`src/rtl/sdlib_pkg.sv`:
```
// Shared helpers for the sd FIFO head/tail blocks: pointer width and
// wrap-bit pointer arithmetic on 32-bit carriers, truncated by the caller.
package sdlib_pkg;

    localparam int PF_ENTRIES = 2;

    function automatic int log2c(input int n);
        int r;
        r = 0;
        for (int i = 0; i < 31; i++) begin
            if ((1 << r) < n) r = r + 1;
        end
        return r;
    endfunction

    function automatic logic [31:0] ptr_mask(input int asz);
        return (32'd1 << (asz + 1)) - 32'd1;
    endfunction

    // Pointers carry one extra wrap bit, so they count modulo 2*depth.
    function automatic logic [31:0] ptr_inc(input logic [31:0] p, input int asz);
        return (p + 32'd1) & ptr_mask(asz);
    endfunction

    function automatic logic [31:0] ptr_diff(input logic [31:0] a, input logic [31:0] b,
                                             input int asz);
        return (a - b) & ptr_mask(asz);
    endfunction

    function automatic logic ptr_eq(input logic [31:0] a, input logic [31:0] b);
        return a == b;
    endfunction

endpackage

```
`src/rtl/sd_pf_buf.sv`:
```
// Two-entry prefetch buffer; slot 0 is always the oldest entry so dout is
// taken straight from a register.
module sd_pf_buf
    import sdlib_pkg::*;
#(
    parameter int width = 8
) (
    input  logic             clk,
    input  logic             reset_n,
    input  logic             push,
    input  logic             pop,
    input  logic [width-1:0] din,
    output logic [width-1:0] dout,
    output logic [1:0]       cnt
);

    logic [width-1:0] s0_q, s0_d;
    logic [width-1:0] s1_q, s1_d;
    logic [1:0]       cnt_q, cnt_d;

    always_comb begin
        s0_d  = s0_q;
        s1_d  = s1_q;
        cnt_d = cnt_q;
        case ({push, pop})
            2'b10: begin
                if (cnt_q == 2'd0) s0_d = din;
                else               s1_d = din;
                cnt_d = cnt_q + 2'd1;
            end
            2'b01: begin
                s0_d  = s1_q;
                cnt_d = cnt_q - 2'd1;
            end
            2'b11: begin
                // Simultaneous capture and pop: count stays, queue shifts.
                if (cnt_q == 2'd1) begin
                    s0_d = din;
                end else begin
                    s0_d = s1_q;
                    s1_d = din;
                end
            end
            default: ;
        endcase
    end

    always_ff @(posedge clk or negedge reset_n) begin
        if (!reset_n) begin
            s0_q  <= '0;
            s1_q  <= '0;
            cnt_q <= 2'd0;
        end else begin
            s0_q  <= s0_d;
            s1_q  <= s1_d;
            cnt_q <= cnt_d;
        end
    end

    assign dout = s0_q;
    assign cnt  = cnt_q;

endmodule

```
`src/rtl/sd_fifo_tail_pf.sv`:
```
// FIFO tail with a 2-entry prefetch in front of a synchronous-read RAM.
// Optional registered occupancy output under SD_TAIL_PF_USAGE_EN.
module sd_fifo_tail_pf
    import sdlib_pkg::*;
#(
    parameter  int width = 8,
    parameter  int depth = 16,
    localparam int asz   = log2c(depth)
) (
    input  logic             clk,
    input  logic             reset_n,
    input  logic [asz:0]     wrptr_head,
    output logic [asz:0]     rdptr_tail,
    output logic             rd_en,
    output logic [asz-1:0]   rd_addr,
    input  logic [width-1:0] mem_rddata,
    output logic             p_srdy,
    input  logic             p_drdy,
    output logic [width-1:0] p_data
`ifdef SD_TAIL_PF_USAGE_EN
   ,output logic [asz+1:0]   p_usage
`endif
);

    localparam int PW = asz + 1;

    logic [asz:0] iptr_q, iptr_d;
    logic [asz:0] rdptr_q, rdptr_d;
    logic         inflight_q, inflight_d;
    logic [1:0]   bcnt;
    logic         pop;
    logic [2:0]   committed_use;
    logic         rd_en_c;

    // Issue only while buffer plus outstanding reads leave a free slot.
    always_comb begin
        pop           = p_srdy & p_drdy;
        committed_use = {1'b0, bcnt} + {2'b00, inflight_q} - {2'b00, pop};
        rd_en_c       = reset_n
                      & ~ptr_eq(32'(wrptr_head), 32'(iptr_q))
                      & (committed_use < 3'(PF_ENTRIES));
        iptr_d        = rd_en_c ? PW'(ptr_inc(32'(iptr_q), asz)) : iptr_q;
        rdptr_d       = inflight_q ? PW'(ptr_inc(32'(rdptr_q), asz)) : rdptr_q;
        inflight_d    = rd_en_c;
    end

    always_ff @(posedge clk or negedge reset_n) begin
        if (!reset_n) begin
            iptr_q     <= '0;
            rdptr_q    <= '0;
            inflight_q <= 1'b0;
        end else begin
            iptr_q     <= iptr_d;
            rdptr_q    <= rdptr_d;
            inflight_q <= inflight_d;
        end
    end

    sd_pf_buf #(
        .width (width)
    ) u_buf (
        .clk     (clk),
        .reset_n (reset_n),
        .push    (inflight_q),
        .pop     (pop),
        .din     (mem_rddata),
        .dout    (p_data),
        .cnt     (bcnt)
    );

    assign rd_en      = rd_en_c;
    assign rd_addr    = iptr_q[asz-1:0];
    assign rdptr_tail = rdptr_q;
    assign p_srdy     = (bcnt != 2'd0);

`ifdef SD_TAIL_PF_USAGE_EN
    logic [asz+1:0] usage_q, usage_d;

    always_comb begin
        usage_d = (asz+2)'(ptr_diff(32'(wrptr_head), 32'(rdptr_q), asz))
                + {{asz{1'b0}}, bcnt};
    end

    always_ff @(posedge clk or negedge reset_n) begin
        if (!reset_n) usage_q <= '0;
        else          usage_q <= usage_d;
    end

    assign p_usage = usage_q;
`endif

endmodule
```
`config.mk`:
```
export PLATFORM = sky130hd
export DESIGN_NAME = sd_fifo_tail_pf
export DESIGN_NICKNAME = d
export VERILOG_FILES = /design/src/rtl/sdlib_pkg.sv /design/src/rtl/sd_pf_buf.sv /design/src/rtl/sd_fifo_tail_pf.sv
export SDC_FILE = /design/constraint.sdc
export NUM_CORES = 1
export LEC_CHECK = 0
export ABC_AREA = 1
export CAP_MARGIN = 20
export CORE_ASPECT_RATIO = 1.25
export CORE_MARGIN = 5
export CORE_UTILIZATION = 53
export DETAILED_ROUTE_END_ITERATION = 7
export HOLD_SLACK_MARGIN = 0.05
export PLACE_DENSITY_LB_ADDON = 0.3
export SETUP_SLACK_MARGIN = 0.3
export SLEW_MARGIN = 10
export SYNTH_ARGS = -nofsm -noshare
export SYNTH_HDL_FRONTEND = slang
export SYNTH_SLANG_ARGS = --single-unit
```
`constraint.sdc`:
```
create_clock -name clk -period 4 [get_ports clk]
set_input_delay 0.4 -clock clk [delete_from_list [all_inputs] [get_ports clk]]
set_output_delay 0.4 -clock clk [all_outputs]
set_load 0.01 [all_outputs]
```
==> impl_metrics.xml <==
<?xml version="1.0" encoding="UTF-8"?>
<metrics>
  <group name="status">
    <metric name="outcome" unit="">completed</metric>
  </group>
  <group name="clocking">
    <metric name="insertion_delay" unit="ps">330</metric>
    <metric name="cts_hold_repair.buffers" unit="">0</metric>
    <metric name="clk_transition_reported_paths" unit="ps">90</metric>
    <metric name="max-clock-path-buffers" unit="">2</metric>
    <metric name="sink_count_of_the_clock_tree" unit="">29</metric>
    <metric name="cts_root_buffer" unit="">clkbuf_4</metric>
    <metric name="tritoncts" unit="">done</metric>
    <metric name="htreeDepth" unit="">2</metric>
    <metric name="numCtsBuffers" unit="">5</metric>
  </group>
  <group name="drt">
    <metric name="drt-total-wl" unit="um">3150</metric>
    <metric name="route.detailed.wl_per_inst" unit="um">13.0</metric>
    <metric name="drt_pass1_iterations" unit="">4</metric>
    <metric name="drc_violations" unit="">0</metric>
    <metric name="first_iteration_detailed_routing_drc_count" unit="">29</metric>
    <metric name="via_count" unit="">1244</metric>
    <metric name="post_drt_via_cell_ratio" unit="">5.14</metric>
    <metric name="postRouteAntennaNets" unit="">0</metric>
  </group>
  <group name="timing">
    <metric name="timing.hold.ws" unit="ps">467</metric>
    <metric name="hold_violations" unit="">0</metric>
    <metric name="slew_hr" unit="%">68.5</metric>
    <metric name="fmaxAchievable" unit="MHz">325</metric>
    <metric name="grt_setup_unrepaired" unit="">no</metric>
    <metric name="clock-skew-final" unit="ps">4.80</metric>
    <metric name="setup_total_negative_slack" unit="ps">0</metric>
    <metric name="postLayoutSetupSlackWorst" unit="ps">924</metric>
    <metric name="layout_min_cycle_time" unit="ps">3080</metric>
    <metric name="timing_max_transition_violations_final" unit="">0</metric>
    <metric name="timing_worst_slew_pin_value" unit="ps">472</metric>
    <metric name="fin_crit_sh" unit="%">76.9</metric>
    <metric name="setup_viol" unit="">0</metric>
  </group>
  <group name="synth">
    <metric name="post_synth_num_cell_types" unit="">22</metric>
    <metric name="postSynthAreaPerCell" unit="um^2">9.26</metric>
    <metric name="mappedNetlistNets" unit="">188</metric>
    <metric name="synthesis.area" unit="um^2">1550</metric>
    <metric name="yosys_register_bits" unit="">29</metric>
    <metric name="ys_seq_area_share" unit="%">46.9</metric>
    <metric name="synth_warnings" unit="">0</metric>
    <metric name="netlist_instances" unit="">167</metric>
  </group>
  <group name="final_layout">
    <metric name="fillerInstances" unit="">256</metric>
    <metric name="ff_latch_area" unit="um^2">726</metric>
    <metric name="n_antenna_cell" unit="">0</metric>
    <metric name="drive_gt1_share" unit="%">15.5</metric>
    <metric name="number_of_nets_at_the_end_of_the_flow" unit="">226</metric>
    <metric name="layout-area-overhead-vs-synth" unit="%">26.6</metric>
    <metric name="multi_input_area" unit="um^2">689</metric>
    <metric name="final_cell_area" unit="um^2">1960</metric>
  </group>
  <group name="placement">
    <metric name="placer_congestion" unit="">0.756</metric>
    <metric name="place.detailed.hpwl" unit="um">2380</metric>
    <metric name="dpl-instance-area" unit="um^2">1890</metric>
    <metric name="detailedPlace.worstSlack" unit="ps">436</metric>
    <metric name="portBuffers" unit="">34</metric>
  </group>
  <group name="pwr">
    <metric name="vdd.ir_drop.worst" unit="V">0.000434</metric>
    <metric name="p_sw_share" unit="%">39.4</metric>
    <metric name="power-per-cell-area" unit="nW/um^2">733</metric>
    <metric name="clock_power_share" unit="%">11.5</metric>
    <metric name="p_comb_share" unit="%">50.6</metric>
    <metric name="power.internal" unit="mW">0.870</metric>
    <metric name="p_switching" unit="mW">0.566</metric>
    <metric name="cellLeakagePower" unit="nW">0.929</metric>
    <metric name="seqPwrFrac" unit="%">37.9</metric>
  </group>
  <group name="worst_setup_path">
    <metric name="crit_path_end_kind" unit="">primary output</metric>
    <metric name="worstReg2RegStart" unit="">u_buf.cnt[1]</metric>
    <metric name="worstPathArrival" unit="ps">2680</metric>
    <metric name="path_class" unit="">reg2out</metric>
    <metric name="critical_path.max_fanout" unit="">5</metric>
    <metric name="start_kind" unit="">flop</metric>
    <metric name="rr_endpoint" unit="">iptr_q[2]</metric>
    <metric name="reg2reg_slack" unit="ps">1640</metric>
    <metric name="worst_ep_required_time" unit="ps">3600</metric>
    <metric name="worst_r2r_path_depth" unit="">14</metric>
  </group>
  <group name="global_routing">
    <metric name="number_of_antenna_violations_at_the_first_check_in_global_routing" unit="">0</metric>
    <metric name="track_usage" unit="%">18.0</metric>
    <metric name="grt_start_max_net_pins" unit="">37</metric>
    <metric name="grt_overflow_total" unit="">0</metric>
    <metric name="grt_first_pass_wirelength" unit="um">5620</metric>
    <metric name="first_global_vias" unit="">1250</metric>
  </group>
  <group name="floorplan">
    <metric name="initial_core_utilization" unit="%">54.0</metric>
    <metric name="die-height" unit="um">70.4</metric>
    <metric name="die_span_in_x" unit="um">58.3</metric>
    <metric name="i_o_pin_count" unit="">35</metric>
    <metric name="die_area" unit="um^2">4110</metric>
    <metric name="placement_rows" unit="">22</metric>
    <metric name="placeableCoreArea" unit="um^2">2860</metric>
  </group>
  <group name="min_path">
    <metric name="worst_hold_check_path_type" unit="">in2async</metric>
  </group>
  <group name="flow_run">
    <metric name="cap_viol_max_count" unit="">0</metric>
  </group>
</metrics>
synthesized netlist by cell type, drive strengths merged:
cell type,n,area (um^2)
xnor2,4,35.0
dfrtp,29,726
nand2,40,155
buf,7,60.1
a31oi,8,62.6
xor2,4,35.0
inv,19,76.3
fa,1,20.0
ha,4,50.1
mux2,9,101
nor2,18,70.1
nand4,7,43.8
nand3,14,85.1
o21ai,3,26.3
cell usage in the layout (no fill, tap or decap):
cell type        instances
nor2_1                  15
nand4_1                  7
inv_2                    2
clkdlybuf4s50_1         33
nand2_2                  2
clkbuf_1                 3
a31oi_1                  6
dfrtp_1                 29
xor2_1                   4
inv_6                    1
nor2_2                   3
xnor2_1                  4
nand3_2                  3
mux2_2                   9
o21ai_4                  1
inv_1                   16
ha_1                     4
buf_4                    4
clkbuf_4                 5
o21ai_0                  2
a31oi_2                  2
nand3_1                 11
dlymetal6s2s_1           1
nand2_1                 38
fa_1                     1
power groups by stage:
stage | logic (mW) | clock network [mW] | registers [mW]
global placement | 0.675 | 0 | 0.545
CTS | 0.733 | 0.173 | 0.544
finish | 0.727 | 0.166 | 0.544
global route | 0.810 | 0.189 | 0.566
detailed placement | 0.708 | 0 | 0.557
floorplan | 0.437 | 0 | 0.554
per-layer routing:
metal,GRT usage [%],share of wire [%]
met2,29.1,54
met5,0,0
met4,8.51,2.0
met3,7.76,7.8
met1,19.9,37
worst max-delay path by stage:
stage / cells after the start / from / end / slack (ps)
3_3_place_gp: 14 / p_drdy / rd_en / 610
4_1_cts: 14 / u_buf.cnt[1] / rd_en / 380
6_report: 14 / u_buf.cnt[1] / rd_en / 920
5_1_grt: 14 / u_buf.cnt[1] / rd_en / 680
3_5_place_dp: 14 / p_drdy / rd_en / 440
2_1_floorplan: 13 / u_buf.cnt[1] / rd_en / 1420
logic make-up (layout without fill, tap and decap cells):
group / count (synthesis) / count (layout) / synth area share (%)
flip-flops: 29 / 29 / 46.9
multiplexers: 9 / 9 / 6.55
AND/OR/NAND/NOR: 79 / 79 / 22.9
XOR/XNOR: 8 / 8 / 4.53
adder cells (fa/ha/maj): 5 / 5 / 4.53
AO/OA/AOI/OAI: 11 / 11 / 5.74
buffers and inverters: 26 / 65 / 8.82
final cells by class:
| class | count | share of cell area [%] |
|---|---|---|
| flip-flops and latches | 29 | 37.1 |
| multi-input cells | 112 | 35.2 |
| clock buffers | 8 | 2.49 |
| inverters | 19 | 3.90 |
| well taps | 36 | 2.30 |
| repair buffers | 38 | 19.0 |
per-stage QoR:
| step | instances | utilization (%) | total power, mW |
|---|---|---|---|
| 5_1_grt | 242 | 68.4 | 1.56 |
| 3_3_place_gp | 232 | 65.9 | 1.22 |
| 4_1_cts | 242 | 68.1 | 1.45 |
| 6_report | 242 | 68.4 | 1.44 |
| 2_1_floorplan | 167 | - | 0.991 |
| 3_5_place_dp | 232 | 65.9 | 1.26 |
state kept, by name, indices dropped and copies added (netlist names):
signal	cells
iptr_q	5
rdptr_tail	5
u_buf.s1_q	8
inflight_q	1
u_buf.cnt	2
u_buf.dout	8
repair_timing:
| action | in CTS | in global routing |
|---|---|---|
| buffers inserted | 2 | 0 |
| gates resized for setup | 0 | 4 |
| setup endpoints to repair | 1 | 1 |
| endpoints found under the hold margin | 0 | 0 |
worst max-delay path: stages (launching register included):
cell and delay, ps:
dfrtp_1 360, inv_1 80, ha_1 210, nor2_2 150
inv_2 80, nor2_2 130, o21ai_0 120, fa_1 520
inv_1 40, nor2_1 90, nand2_1 90, inv_2 100
nand3_2 120, inv_1 100, dlymetal6s2s_1 160
Note: power is estimated with default switching activity, not from simulation.
==> patch 1: new RTL, same flow settings <==
Add a define of `SD_TAIL_PF_USAGE_EN`.
--- a/src/rtl/sd_fifo_tail_pf.sv
+++ b/src/rtl/sd_fifo_tail_pf.sv
@@ -1,5 +1,7 @@
 // FIFO tail with a 2-entry prefetch in front of a synchronous-read RAM.
 // Optional registered occupancy output under SD_TAIL_PF_USAGE_EN.
+`define SD_TAIL_PF_USAGE_EN
+
 module sd_fifo_tail_pf
     import sdlib_pkg::*;
 #(
Behaviour (old outputs only; new: p_usage): unchanged (Yosys induction, for registers that start in step).
==> patch 1 against the original RTL <==
- synthesized area up 32%
- via count up 30%
- core utilization up 0.27 points
- power up 44%
- combinational power up 55%
- wire length up 33%
- cell area up 32%
- clock skew down 0.0011 ns
- non-clock buffer count up 8
- setup slack worse by 0.28 ns
- sequential power up 19%
- sequential cell count up 6
- critical path type unchanged
==> patch 1: results (changes against the original RTL) <==
.. list-table::
   :header-rows: 1

   * - Metric
     - Value
   * - Count of state elements after synthesis
     - 35 (+21%)
   * - Worst path arrival time
     - 2.96 ns (+0.28 ns)
   * - Reported leakage power
     - 1.26 nW (+36%)
   * - Xor-xnor portion of the synthesized cell area
     - 6.43% (+1.9 points)
   * - Count of cell types in the netlist
     - 31 (+41%)
   * - Cells after synthesis
     - 225 (+35%)
   * - DR WL/cell
     - 13.4 um (+3.1%)
   * - Worst clock skew
     - 0.00366 ns (-0.00114 ns)
   * - Count of plain and timing-repair buffers in the layout
     - 46 (+21%)
   * - Synth top area cells
     - sky130_fd_sc_hd__dfrtp_1 43%, sky130_fd_sc_hd__ha_1 8.6%, sky130_fd_sc_hd__nand2_1 6.6%
   * - Clock transition at the registers of the reported paths
     - 0.07 ns (-0.02 ns)
   * - Clock latency on the worst-skew pair
     - 0.29 ns (-0.04 ns)
   * - Area of the multi-input gates
     - 973 sq um (+41%)
   * - Area fraction in compound gates after synthesis
     - 10.3% (+4.5 points)
   * - Global placer's final weighted congestion
     - 0.831 (+9.9%)
   * - Routed metal-1 wirelength
     - 1710 um (+49%)
   * - Final instance count without filler cells
     - 312 (+29%)
   * - Share of synthesized cell area in full adder, half adder and majority cells
     - 11.5% (+7.0 points)
   * - Non-clock inverter total of the final layout
     - 36 (+17)
   * - Reg-to-reg endpoint
     - iptr_q[1]
   * - Crit Path Max Fanout
     - 6 (+1)
   * - Clock buffer instance count of the final layout
     - 8 (unchanged)
   * - Top cells by count, synth
     - 36 x sky130_fd_sc_hd__nand2_1, 35 x sky130_fd_sc_hd__dfrtp_1, 34 x sky130_fd_sc_hd__inv_1
   * - Multi-input comb cells
     - 147 (+31%)
   * - Clock root buffer master
     - sky130_fd_sc_hd__clkbuf_8
   * - VDD IR max
     - 0.383 mV (-12%)
   * - Pin count of the biggest net entering global routing
     - 42 (+14%)
   * - First-pass GRT wire length
     - 7450 um (+33%)
   * - Layout cell share with drive strength beyond 1
     - 11.0% (-4.5 points)
   * - Reg2reg setup slack
     - 1.15 ns (-0.49 ns)
   * - Filler cell count
     - 321 (+25%)
   * - Reg area
     - 876 sq um (+21%)
   * - Met2 layer wire length in the routed design
     - 2170 um (+28%)
   * - DRC marker count from the first detailed-route iteration
     - 54 (+86%)
   * - Part of the Yosys area used for sequential elements
     - 42.9% (-4.0 points)
   * - Multiplexer share of the synthesized area
     - 0% (-6.6 points)
   * - Total GRT Usage
     - 19.0% (+1.0 points)
   * - Post-cts gate resize count
     - 1 (+1)
   * - Fraction of area in clock buffers and inverters
     - 3.88% (+1.4 points)
   * - Instance count after placement with tap cells included
     - 299 (+29%)
   * - Number of buffers added on ports
     - 40 (+18%)
   * - Status
     - finished, final reports clean
   * - Average vias per placed instance
     - 5.19 (+0.95%)
   * - Post-synthesis instance area
     - 2040 sq um (+32%)
   * - Critical path's largest stage delay
     - 0.49 ns (-0.03 ns)
   * - Count of buffers added by post-CTS timing repair for setup
     - 4 (+2)
   * - Non-clock buffer contribution to total cell area
     - 17.2% (-1.9 points)
==> patch 1: logic make-up (layout without fill, tap and decap cells) <==
logic type	count (synthesis)	count (layout)
AND/OR/NAND/NOR	81	81
flip-flops	35	35
adder cells (fa/ha/maj)	17	17
buffers and inverters	43	90
XOR/XNOR	15	15
AO/OA/AOI/OAI	34	34
==> patch 1: report_power, final <==
| part | internal [mW] | switching (mW) |
|---|---|---|
| Sequential | 0.525 | 0.121 |
| Clock | 0.157 | 0.127 |
| Combinational | 0.561 | 0.570 |
| Total | 1.24 | 0.818 |
==> patch 1: per-layer routing <==
layer	vias to the layer above	GRT usage, %
met2	43	33.1
met4	0	9.13
li1	813	-
met5	-	0
met1	752	21.4
met3	11	4.93
==> patch 1: per-stage QoR <==
| stage | setup slack [ns] | util, % |
|---|---|---|
| after global placement | 0.384 | 64.9 |
| after global routing | 0.511 | 68.7 |
| after CTS | 0.301 | 68.4 |
| after floorplan | 1.02 | - |
| final | 0.640 | 68.7 |
| after detailed placement | 0.262 | 64.9 |
==> patch 2: new RTL, same flow settings <==
Without the edit above. `s0_q` and `s1_q` no longer have a reset.
--- a/src/rtl/sd_pf_buf.sv
+++ b/src/rtl/sd_pf_buf.sv
@@ -47,14 +47,15 @@
 
     always_ff @(posedge clk or negedge reset_n) begin
         if (!reset_n) begin
-            s0_q  <= '0;
-            s1_q  <= '0;
             cnt_q <= 2'd0;
         end else begin
-            s0_q  <= s0_d;
-            s1_q  <= s1_d;
             cnt_q <= cnt_d;
         end
+    end
+
+    always_ff @(posedge clk) begin
+        s0_q <= s0_d;
+        s1_q <= s1_d;
     end
 
     assign dout = s0_q;
Formal check against the unedited RTL: differs if reset_n is asserted again (counterexample within 4 cycles, from zero or initial values and one cycle with reset_n low); with reset_n held inactive, the same outputs for 10 cycles.
==> patch 2 against the original RTL <==
- global-route usage fell by 1.5 points
- setup slack worse by 0.32 ns
- critical path depth unchanged
- fmax is 9.5% lower
- power is 14% lower
- synthesized area down 5.3%
- sequential cell count unchanged
- cell area decreased by 3.5%
- wire length decreased by 13%
- core utilization grew 2.1 points
- sequential share of layout area grew 5.6 points
- combinational power down 21%
==> patch 2: results (changes against the original RTL) <==
.. list-table::
   :header-rows: 1

   * - Metric
     - Value
   * - Worst clock skew
     - 0.00316 ns (-0.00163 ns)
   * - Worst path arrival time
     - 3.00 ns (+0.32 ns)
   * - Via count of the first global-routing pass
     - 1089 (-13%)
   * - Count of cell types in the netlist
     - 23 (+4.5%)
   * - Net count after synthesis
     - 156 (-17%)
   * - Non-clock buffer contribution to total cell area
     - 19.5% (+0.42 points)
   * - Kind of cell adding the most delay to the critical path
     - buffers and inverters
   * - Main synth FF type
     - sky130_fd_sc_hd__edfxtp_1
   * - Final instance area
     - 1890 sq um (-3.5%)
   * - Top cells by count, synth
     - 32 x sky130_fd_sc_hd__nand2_1, 16 x sky130_fd_sc_hd__edfxtp_1, 16 x sky130_fd_sc_hd__inv_1
   * - Crit Path Max Fanout
     - 4 (-1)
   * - VDD IR max
     - 0.472 mV (+8.7%)
   * - Part of the Yosys area used for sequential elements
     - 55.0% (+8.1 points)
   * - Filler cell count
     - 221 (-14%)
   * - Post-detail-place hpwl
     - 2090 um (-12%)
   * - Multi-input comb cells
     - 82 (-27%)
   * - # nets final
     - 196 (-13%)
   * - DRC marker count from the first detailed-route iteration
     - 17 (-41%)
   * - Clock latency on the worst-skew pair
     - 0.31 ns (-0.02 ns)
   * - Synth top area cells
     - sky130_fd_sc_hd__edfxtp_1 33%, sky130_fd_sc_hd__dfrtp_1 22%, sky130_fd_sc_hd__nand2_1 8.2%
   * - Post-synth ARST share
     - 44.8% (-55 points)
   * - Fraction of area in clock buffers and inverters
     - 2.58% (+0.089 points)
   * - DR WL/cell
     - 13.1 um (+0.18%)
   * - Total GRT Usage
     - 16.5% (-1.5 points)
   * - Cells after synthesis
     - 135 (-19%)
   * - DR vias
     - 1042 (-16%)
   * - Library cell contributing the largest single delay on the critical path
     - sky130_fd_sc_hd__clkdlybuf4s50_1
   * - Setup slack at placement
     - 0.735 ns (+0.299 ns)
   * - Crit path launch
     - u_buf.cnt[0]
   * - Number of enable flip-flop cells after synthesis
     - 16 (+16)
   * - Cell area after placement
     - 1810 sq um (-3.8%)
   * - Number of flip-flops and latches
     - 29 (unchanged)
   * - Fraction of area in multi-input gates
     - 29.3% (-5.9 points)
   * - Flip-flop and latch share of the layout cell area
     - 42.6% (+5.6 points)
   * - Status
     - finished, final reports clean
   * - Worst Tran Pin Value
     - 0.682 ns (+0.210 ns)
   * - Layout cell share with drive strength beyond 1
     - 17.6% (+2.1 points)
   * - Pin count of the biggest net entering global routing
     - 15 (-59%)
## patch 2: cell types whose count changed in the layout (fill, tap and decap cells not counted), moves of 3 or more
cell,delta
sky130_fd_sc_hd__edfxtp_1,+16
sky130_fd_sc_hd__nand3_2,-3
sky130_fd_sc_hd__nor2_1,-7
sky130_fd_sc_hd__a31oi_1,-6
sky130_fd_sc_hd__nand2_1,-6
sky130_fd_sc_hd__nand3_1,-4
sky130_fd_sc_hd__nand4_1,-5
sky130_fd_sc_hd__mux2_2,-6
sky130_fd_sc_hd__mux2_4,+6
sky130_fd_sc_hd__dfrtp_1,-16
## patch 2: report_power, final
part           switching, mW  total (mW)  internal (mW)
combinational          0.279       0.572          0.293
clock                 0.0897       0.157         0.0674
sequential            0.0810       0.507          0.426
## patch 2: repair_timing
item / 4_1_cts / 5_1_grt
endpoints found under the setup margin: 0 / 1
setup buffers: 0 / 2
gates resized for setup: 0 / 1
## patch 2: final timing paths
check	slack, ns	depth (start not counted)	to
setup / recovery	0.60	14	rd_en
hold / removal	0.39	2	rdptr_tail[4]
hold reg to reg	0.49	1	rdptr_tail[4]
min in group clk	0.49	1	rdptr_tail[4]
max in group asynchronous	3.43	2	rdptr_tail[1]
setup reg to reg	1.66	14	iptr_q[4]
## patch 2: logic make-up (layout without fill, tap and decap cells)
group	Yosys count	count (layout)	share of synthesized area, %
AOI/OAI and AO/OA	4	4	1.54
xor gates and xnor gates	6	6	3.59
adders and majority gates	5	5	4.78
buffers and inverters	24	65	7.69
DFF	29	29	55.0
muxes	9	9	8.45
and+or+nand+nor	58	58	19.0
## patch 2: routing by layer
layer | up-vias | global-route usage (%) | wire length, um
met1 | 485 | 15.7 | 1040
li1 | 516 | - | -
met4 | 0 | 10.7 | 82
met3 | 9 | 5.96 | 140
met2 | 32 | 30.0 | 1480
met5 | - | 0 | 0
